==> config.mk <==
export PLATFORM = sky130hd
export DESIGN_NAME = pe_arr_ctrl
export DESIGN_NICKNAME = d
export VERILOG_FILES = /design/src/rtl/pe_arr_ctrl.sv
export SDC_FILE = /design/constraint.sdc
export NUM_CORES = 1
export LEC_CHECK = 0
export CAP_MARGIN = 20
export CORE_MARGIN = 4
export CORE_UTILIZATION = 59
export CTS_BUF_LIST = sky130_fd_sc_hd__clkbuf_4 sky130_fd_sc_hd__clkbuf_8 sky130_fd_sc_hd__clkbuf_16
export CTS_CLUSTER_DIAMETER = 40
export DETAILED_ROUTE_END_ITERATION = 8
export PLACE_DENSITY = 0.79
export SYNTH_ARGS = -nofsm -noshare
export SYNTH_HDL_FRONTEND = slang
export SYNTH_SLANG_ARGS = --single-unit
==> constraint.sdc <==
create_clock -name clk -period 4.5 [get_ports clk]
set_clock_uncertainty 0.1 [all_clocks]
set_input_delay 0.45 -clock clk [delete_from_list [all_inputs] [get_ports clk]]
set_output_delay 0.45 -clock clk [all_outputs]
set_load 0.005 [all_outputs]
==> src/rtl/pe_arr_ctrl.sv <==
// PE-array sequencer: walks the output map in raster order, requests 3x3 windows,
// tracks each window's coordinate through the fixed-latency PE pipe, and queues results.
module pe_arr_ctrl #(
  parameter int output_width = 20,
  parameter int coord_width  = 8,
  parameter int pipe_lat     = 5,
  parameter int fifo_depth   = 8
) (
  input  logic                           clk,
  input  logic                           rst_n,
  input  logic                           start,
  input  logic [coord_width-1:0]         cfg_out_h,
  input  logic [coord_width-1:0]         cfg_out_w,
  input  logic                           cfg_bias_en,
  output logic                           busy,
  output logic                           done,
  output logic                           win_req,
  output logic [coord_width-1:0]         win_row,
  output logic [coord_width-1:0]         win_col,
  input  logic                           win_ack,
  output logic                           pe_bias,
  input  logic signed [output_width-1:0] pe_ofm,
  output logic                           ofm_valid,
  input  logic                           ofm_ready,
  output logic signed [output_width-1:0] ofm_data,
  output logic [coord_width-1:0]         ofm_row,
  output logic [coord_width-1:0]         ofm_col
);
  localparam int AW = $clog2(fifo_depth);
  localparam int CW = $clog2(fifo_depth + pipe_lat + 1);

  typedef enum logic [1:0] {IDLE, ISSUE, DRAIN, FIN} state_t;

  typedef struct packed {
    logic [coord_width-1:0] row;
    logic [coord_width-1:0] col;
  } tag_t;

  typedef struct packed {
    logic signed [output_width-1:0] data;
    tag_t                           tag;
  } ent_t;

  state_t                 state;
  logic [coord_width-1:0] cfg_h, cfg_w, row, col;
  logic                   bias_q;
  logic [pipe_lat-1:0]    vld_pipe;
  tag_t                   tag_pipe [pipe_lat];
  ent_t                   mem [fifo_depth];
  ent_t                   head;
  logic [AW-1:0]          wr_ptr, rd_ptr;
  logic [AW:0]            cnt;
  logic [CW-1:0]          inflight;
  logic                   credit, fire, push, pop;

  always_comb begin
    inflight = '0;
    for (int i = 0; i < pipe_lat; i++) inflight = inflight + CW'(vld_pipe[i]);
  end

  // Every in-flight tag already owns a FIFO slot, so the FIFO can never overflow.
  assign credit  = (CW'(cnt) + inflight) < CW'(fifo_depth);
  assign win_req = (state == ISSUE) && credit;
  assign fire    = win_req && win_ack;
  assign push    = vld_pipe[pipe_lat-1];
  assign pop     = ofm_valid && ofm_ready;
  assign win_row = row;
  assign win_col = col;
  assign pe_bias = bias_q;

  always_ff @(posedge clk or negedge rst_n) begin
    if (!rst_n) begin
      vld_pipe <= '0;
      for (int i = 0; i < pipe_lat; i++) tag_pipe[i] <= '0;
    end else begin
      vld_pipe[0] <= fire;
      tag_pipe[0] <= '{row: row, col: col};
      for (int i = pipe_lat - 1; i > 0; i--) begin
        vld_pipe[i] <= vld_pipe[i-1];
        tag_pipe[i] <= tag_pipe[i-1];
      end
    end
  end

  // The exiting tag pairs with the PE result presented in the same cycle.
  always_ff @(posedge clk) begin
    if (push) mem[wr_ptr] <= '{data: pe_ofm, tag: tag_pipe[pipe_lat-1]};
  end

  always_ff @(posedge clk or negedge rst_n) begin
    if (!rst_n) begin
      wr_ptr <= '0;
      rd_ptr <= '0;
      cnt    <= '0;
    end else begin
      if (push) wr_ptr <= wr_ptr + 1'b1;
      if (pop)  rd_ptr <= rd_ptr + 1'b1;
      case ({push, pop})
        2'b10:   cnt <= cnt + 1'b1;
        2'b01:   cnt <= cnt - 1'b1;
        default: ;
      endcase
    end
  end

  assign head      = mem[rd_ptr];
  assign ofm_valid = (cnt != '0);
  assign ofm_data  = ofm_valid ? head.data    : '0;
  assign ofm_row   = ofm_valid ? head.tag.row : '0;
  assign ofm_col   = ofm_valid ? head.tag.col : '0;

  always_ff @(posedge clk or negedge rst_n) begin
    if (!rst_n) begin
      state  <= IDLE;
      cfg_h  <= '0;
      cfg_w  <= '0;
      bias_q <= 1'b0;
      row    <= '0;
      col    <= '0;
      busy   <= 1'b0;
      done   <= 1'b0;
    end else begin
      done <= 1'b0;
      case (state)
        IDLE: if (start) begin
          cfg_h  <= cfg_out_h;
          cfg_w  <= cfg_out_w;
          bias_q <= cfg_bias_en;
          row    <= '0;
          col    <= '0;
          busy   <= 1'b1;
          state  <= (cfg_out_h == '0 || cfg_out_w == '0) ? FIN : ISSUE;
        end
        ISSUE: if (fire) begin
          if (col == cfg_w - 1'b1) begin
            col <= '0;
            if (row == cfg_h - 1'b1) state <= DRAIN;
            else                     row   <= row + 1'b1;
          end else begin
            col <= col + 1'b1;
          end
        end
        DRAIN: if (vld_pipe == '0 && cnt == '0) state <= FIN;
        FIN: begin
          done  <= 1'b1;
          busy  <= 1'b0;
          state <= IDLE;
        end
        default: state <= IDLE;
      endcase
    end
  end

endmodule

==> summary.txt <==
Power
  – Sw Ratio: between 20 and 30%
  – Lkg Pwr: 0.00712 uW
  – Pint: slightly below 9000 uW
  – Total power: between 10000 and 15000 uW
  – Seq pwr share: between 40% and 50%
  – Comb pwr share: roughly 26%
  – Pwr dens: around 630 nW/um2
  – Reported net switching power: roughly 3400 uW
  – Clock power share: ~32%
  – Peak VDD IR: 0.479 mV

Worst setup path
  – Worst EP required: 3950 ps
  – R2r setup slk: 670 ps
  – Kind of critical path: reg -> out
  – Slowest stage cell, crit path: clkdlybuf4s50_1
  – Crit. End Element: output port
  – CP dominant cell by count: fa_1
  – Register-to-Register Path Depth: 10
  – Largest stage delay on the critical path: 540 ps
  – Startpoint types: flop
  – Max FO, Critical Path: 3
  – CP arrival: 3320 ps
  – R2R Path Start: vld_pipe[0]
  – R2R Path End: win_row[0]
  – Worst-path cell chain: fa_1 -> fa_1 -> ha_1 -> a31o_2 -> a21oi_1 -> xnor2_1 -> nor2_1 -> clkdlybuf4s50_1

GRT
  – Largest net degree at the start of global routing: ~100
  – Aggregate global routing overflow: 0
  – First-pass GRT wire length: ~49 mm
  – Initial antenna violation count: 0
  – Number of global-route vias before repair: ~8500
  – GR Util All Layers: 20.9%

Detailed routing
  – Wire per inst: approximately 22 um
  – Iteration-0 DRC Markers: roughly 760
  – Top sig layer: met4
  – DRT Pass-1 Iters: 5
  – Vias per inst: a little under 6
  – Drt drc: 0
  – Via Count: around 8000
  – Met2 WL: around 16 mm
  – Antenna Nets Post-Route: 0
  – Metal-1 WL: roughly 12 mm
  – Routed wl met3: around 1.5 mm
  – DRT Wirelength: between 30 and 40 mm

CTS
  – CTS root buffer: clkbuf_16
  – CTS clk-pin slew, worst paths: 60 ps
  – CTS buffer count: 47
  – Setup Buffers After CTS: 0
  – CTS max path bufs: 3
  – H-Tree Depth: 2
  – CTS tree: done
  – Sink Count: 420
  – Latest clock arrival within the worst-skew pair: 550 ps

Floorplan
  – IO Count: approximately 100
  – Rows: 60
  – DIE HEIGHT: 173 um
  – Die ar.: between 20000 and 30000 um2
  – Starting Density: between 50% and 60%
  – DIE WIDTH: 173 um
  – Core Area: approximately 27000 um2

Yosys
  – Synth Net Count: approximately 900
  – Share of the synthesized area in the top cell type: about 54%
  – Post-synthesis simple-gate area fraction: approximately 4.3%
  – Synth Area in Compound Gates: 2.74%
  – Synth Register Bits: 420
  – Synth Area in Adders: under 10%
  – Avg Cell Area, Syn: between 15 and 20 um2
  – Mapped Area: approximately 16000 um2
  – Xor-xnor portion of the synthesized cell area: under 10%
  – Largest area contributor in the netlist: edfxtp_1
  – Portion of netlist area occupied by mux cells: between 10 and 15%
  – Number of synthesized flops with an enable pin: 288
  – Synth unique cells: 60
  – Dominant cells by area after synthesis: edfxtp_1 54%, dfrtp_1 21%, mux4_2 10%
  – Ys async rst share: roughly a third
  – Most used DFF post-synth: edfxtp_1
  – Yosys warning total: 0
  – Register area share after synthesis: between 70% and 80%
  – Combinational family with the most area after synthesis: multiplexers
  – Post-synthesis cell count: 842

Timing
  – Setup TNS: 0 ps
  – Hold Fails Final Rpt: 0
  – Tmin final: roughly 3900 ps
  – Worst-margin pin slew: 1010 ps
  – RSZ-0062 raised after global routing: false
  – Max Freq: between 200 and 300 MHz
  – Final Cycle Share: a little under nine tenths
  – Max-Slew Margin vs Limit: around 33%
  – Setup violations, final: 0
  – Min Hold Slack: between 200 and 250 ps
  – Fin. max-slew vios: 0
  – Setup ws final: 632 ps

Layout
  – Final Util: between 70% and 80%
  – Multi-input gate area: about 4000 um2
  – FF+latch area: 12000 um2
  – NumNets Final: 1039
  – Ratio of cells with drive above 1 in the final layout: between 20 and 25%
  – FILL cells: approximately 1600
  – Antenna Cells: 0
  – Area grow syn2layout: 19.8%

Worst hold path
  – WHS Endpoint: tag_pipe[21]
  – Worst Hold Class: reg -> reg
  – Hold Startpoint: tag_pipe[37]
  – Hold path depth: 0

Flow run
  – Max_cap viols: 0

Placed design
  – Port-buffer cells: slightly below 100
  – Dpl ws: around 660 ps
  – Final Wtd Congestion: about 0.74
  – Detailed Place HPWL: 16.5 mm

Run status
  – Status: completed
## synth_stat cells (2+ instances only)
library cell,n
edfxtp_1,288
dfrtp_1,132
mux4_2,72
nor2_1,56
mux2i_1,41
inv_1,22
mux2_2,20
nand2_1,19
ha_1,17
clkbuf_1,16
xor2_1,14
buf_1,12
xnor2_1,12
a21oi_1,10
nand3_1,10
nor3_1,9
o21ai_0,9
a21o_1,7
nand2b_1,7
nand4_1,6
nor4_1,6
a22o_1,5
and2_1,4
fa_1,3
o22ai_1,3
or2_2,3
a2111oi_4,2
a211o_1,2
a31o_2,2
a31oi_1,2
o2111ai_1,2
## metrics by stage
stage,area [um2],std cells
after floorplan,16000,842
after global placement,17600,1268
after detailed placement,17600,1268
after CTS,19200,1357
after global routing,19200,1357
final,19200,1357
## state kept, by name, summed over array words and instances (netlist names)
| register | flops |
|---|---|
| win_row | 8 |
| done | 1 |
| mem | 288 |
| cfg_h | 8 |
| win_col | 8 |
| vld_pipe | 5 |
| pe_bias | 1 |
| wr_ptr | 3 |
| busy | 1 |
| tag_pipe | 80 |
| rd_ptr | 3 |
| cfg_w | 8 |
| state | 2 |
| cnt | 4 |
## critical path: cells and delay by family, from the launching register on
kind / cells / cell delay (ps)
and+or+nand+nor: 1 / 150
DFF: 1 / 410
AOI/OAI and AO/OA: 2 / 440
xor gates and xnor gates: 1 / 100
adders and majority gates: 3 / 1150
buffers and inverters: 1 / 540
## metal layers
metal  up-vias  global-route usage [%]
met4         0                    5.69
met1      4112                    27.8
met3        46                    3.56
li1       3564                       -
met5         -                       0
met2       286                    36.3
## cell usage in the layout (no fill, tap or decap), types with 6 or more instances in the layout
cell	count
dfrtp_1	129
a21oi_1	10
inv_1	22
mux2i_1	41
o21ai_0	9
nand2_1	19
clkbuf_16	49
nor2_1	50
mux4_2	72
nand4_1	6
clkbuf_4	7
xor2_1	14
ha_1	17
nor3_1	7
xnor2_1	12
mux2_2	20
nand2b_1	7
nand3_1	10
clkinvlp_4	7
edfxtp_1	288
a21o_1	7
buf_4	13
clkdlybuf4s50_1	97
nor2_4	6
## power groups by stage
stage,combinational [uW],clock (uW),sequential (uW)
final,3120,3920,5070
after global routing,3400,4180,5140
after CTS,3160,3980,5080
after detailed placement,3110,0,5150
after global placement,3060,0,5120
after floorplan,2130,0,4820
## worst max path at each step
stage | start | endpoint | slack, ps
floorplan | vld_pipe[4] | mem[1][0] | 860
global placement | vld_pipe[0] | win_row[6] | 690
detailed placement | vld_pipe[0] | win_row[6] | 660
CTS | vld_pipe[0] | win_req | 610
global route | vld_pipe[0] | win_row[6] | 360
finish | vld_pipe[0] | win_req | 630
## final cells by class
cell class	instances	area share (%)
clock inverters	27	1.56
flip-flops and latches	420	62.2
clock buffers	61	7.01
inverters	23	0.449
well taps	341	2.22
multi-input cells	370	20.5
repair buffers	115	5.98
## what timing repair did
action,in CTS,in global routing
hold buffers,1,0
gates resized for setup,0,0
hold endpoints to repair,99,0
## logic make-up after synthesis
kind of cell | after synthesis
xor+xnor | 26
fa+ha+maj | 20
buf+inv | 52
simple gates | 135
mux | 133
compound gates | 56
flops | 420
(Power assumes the default switching activity.)
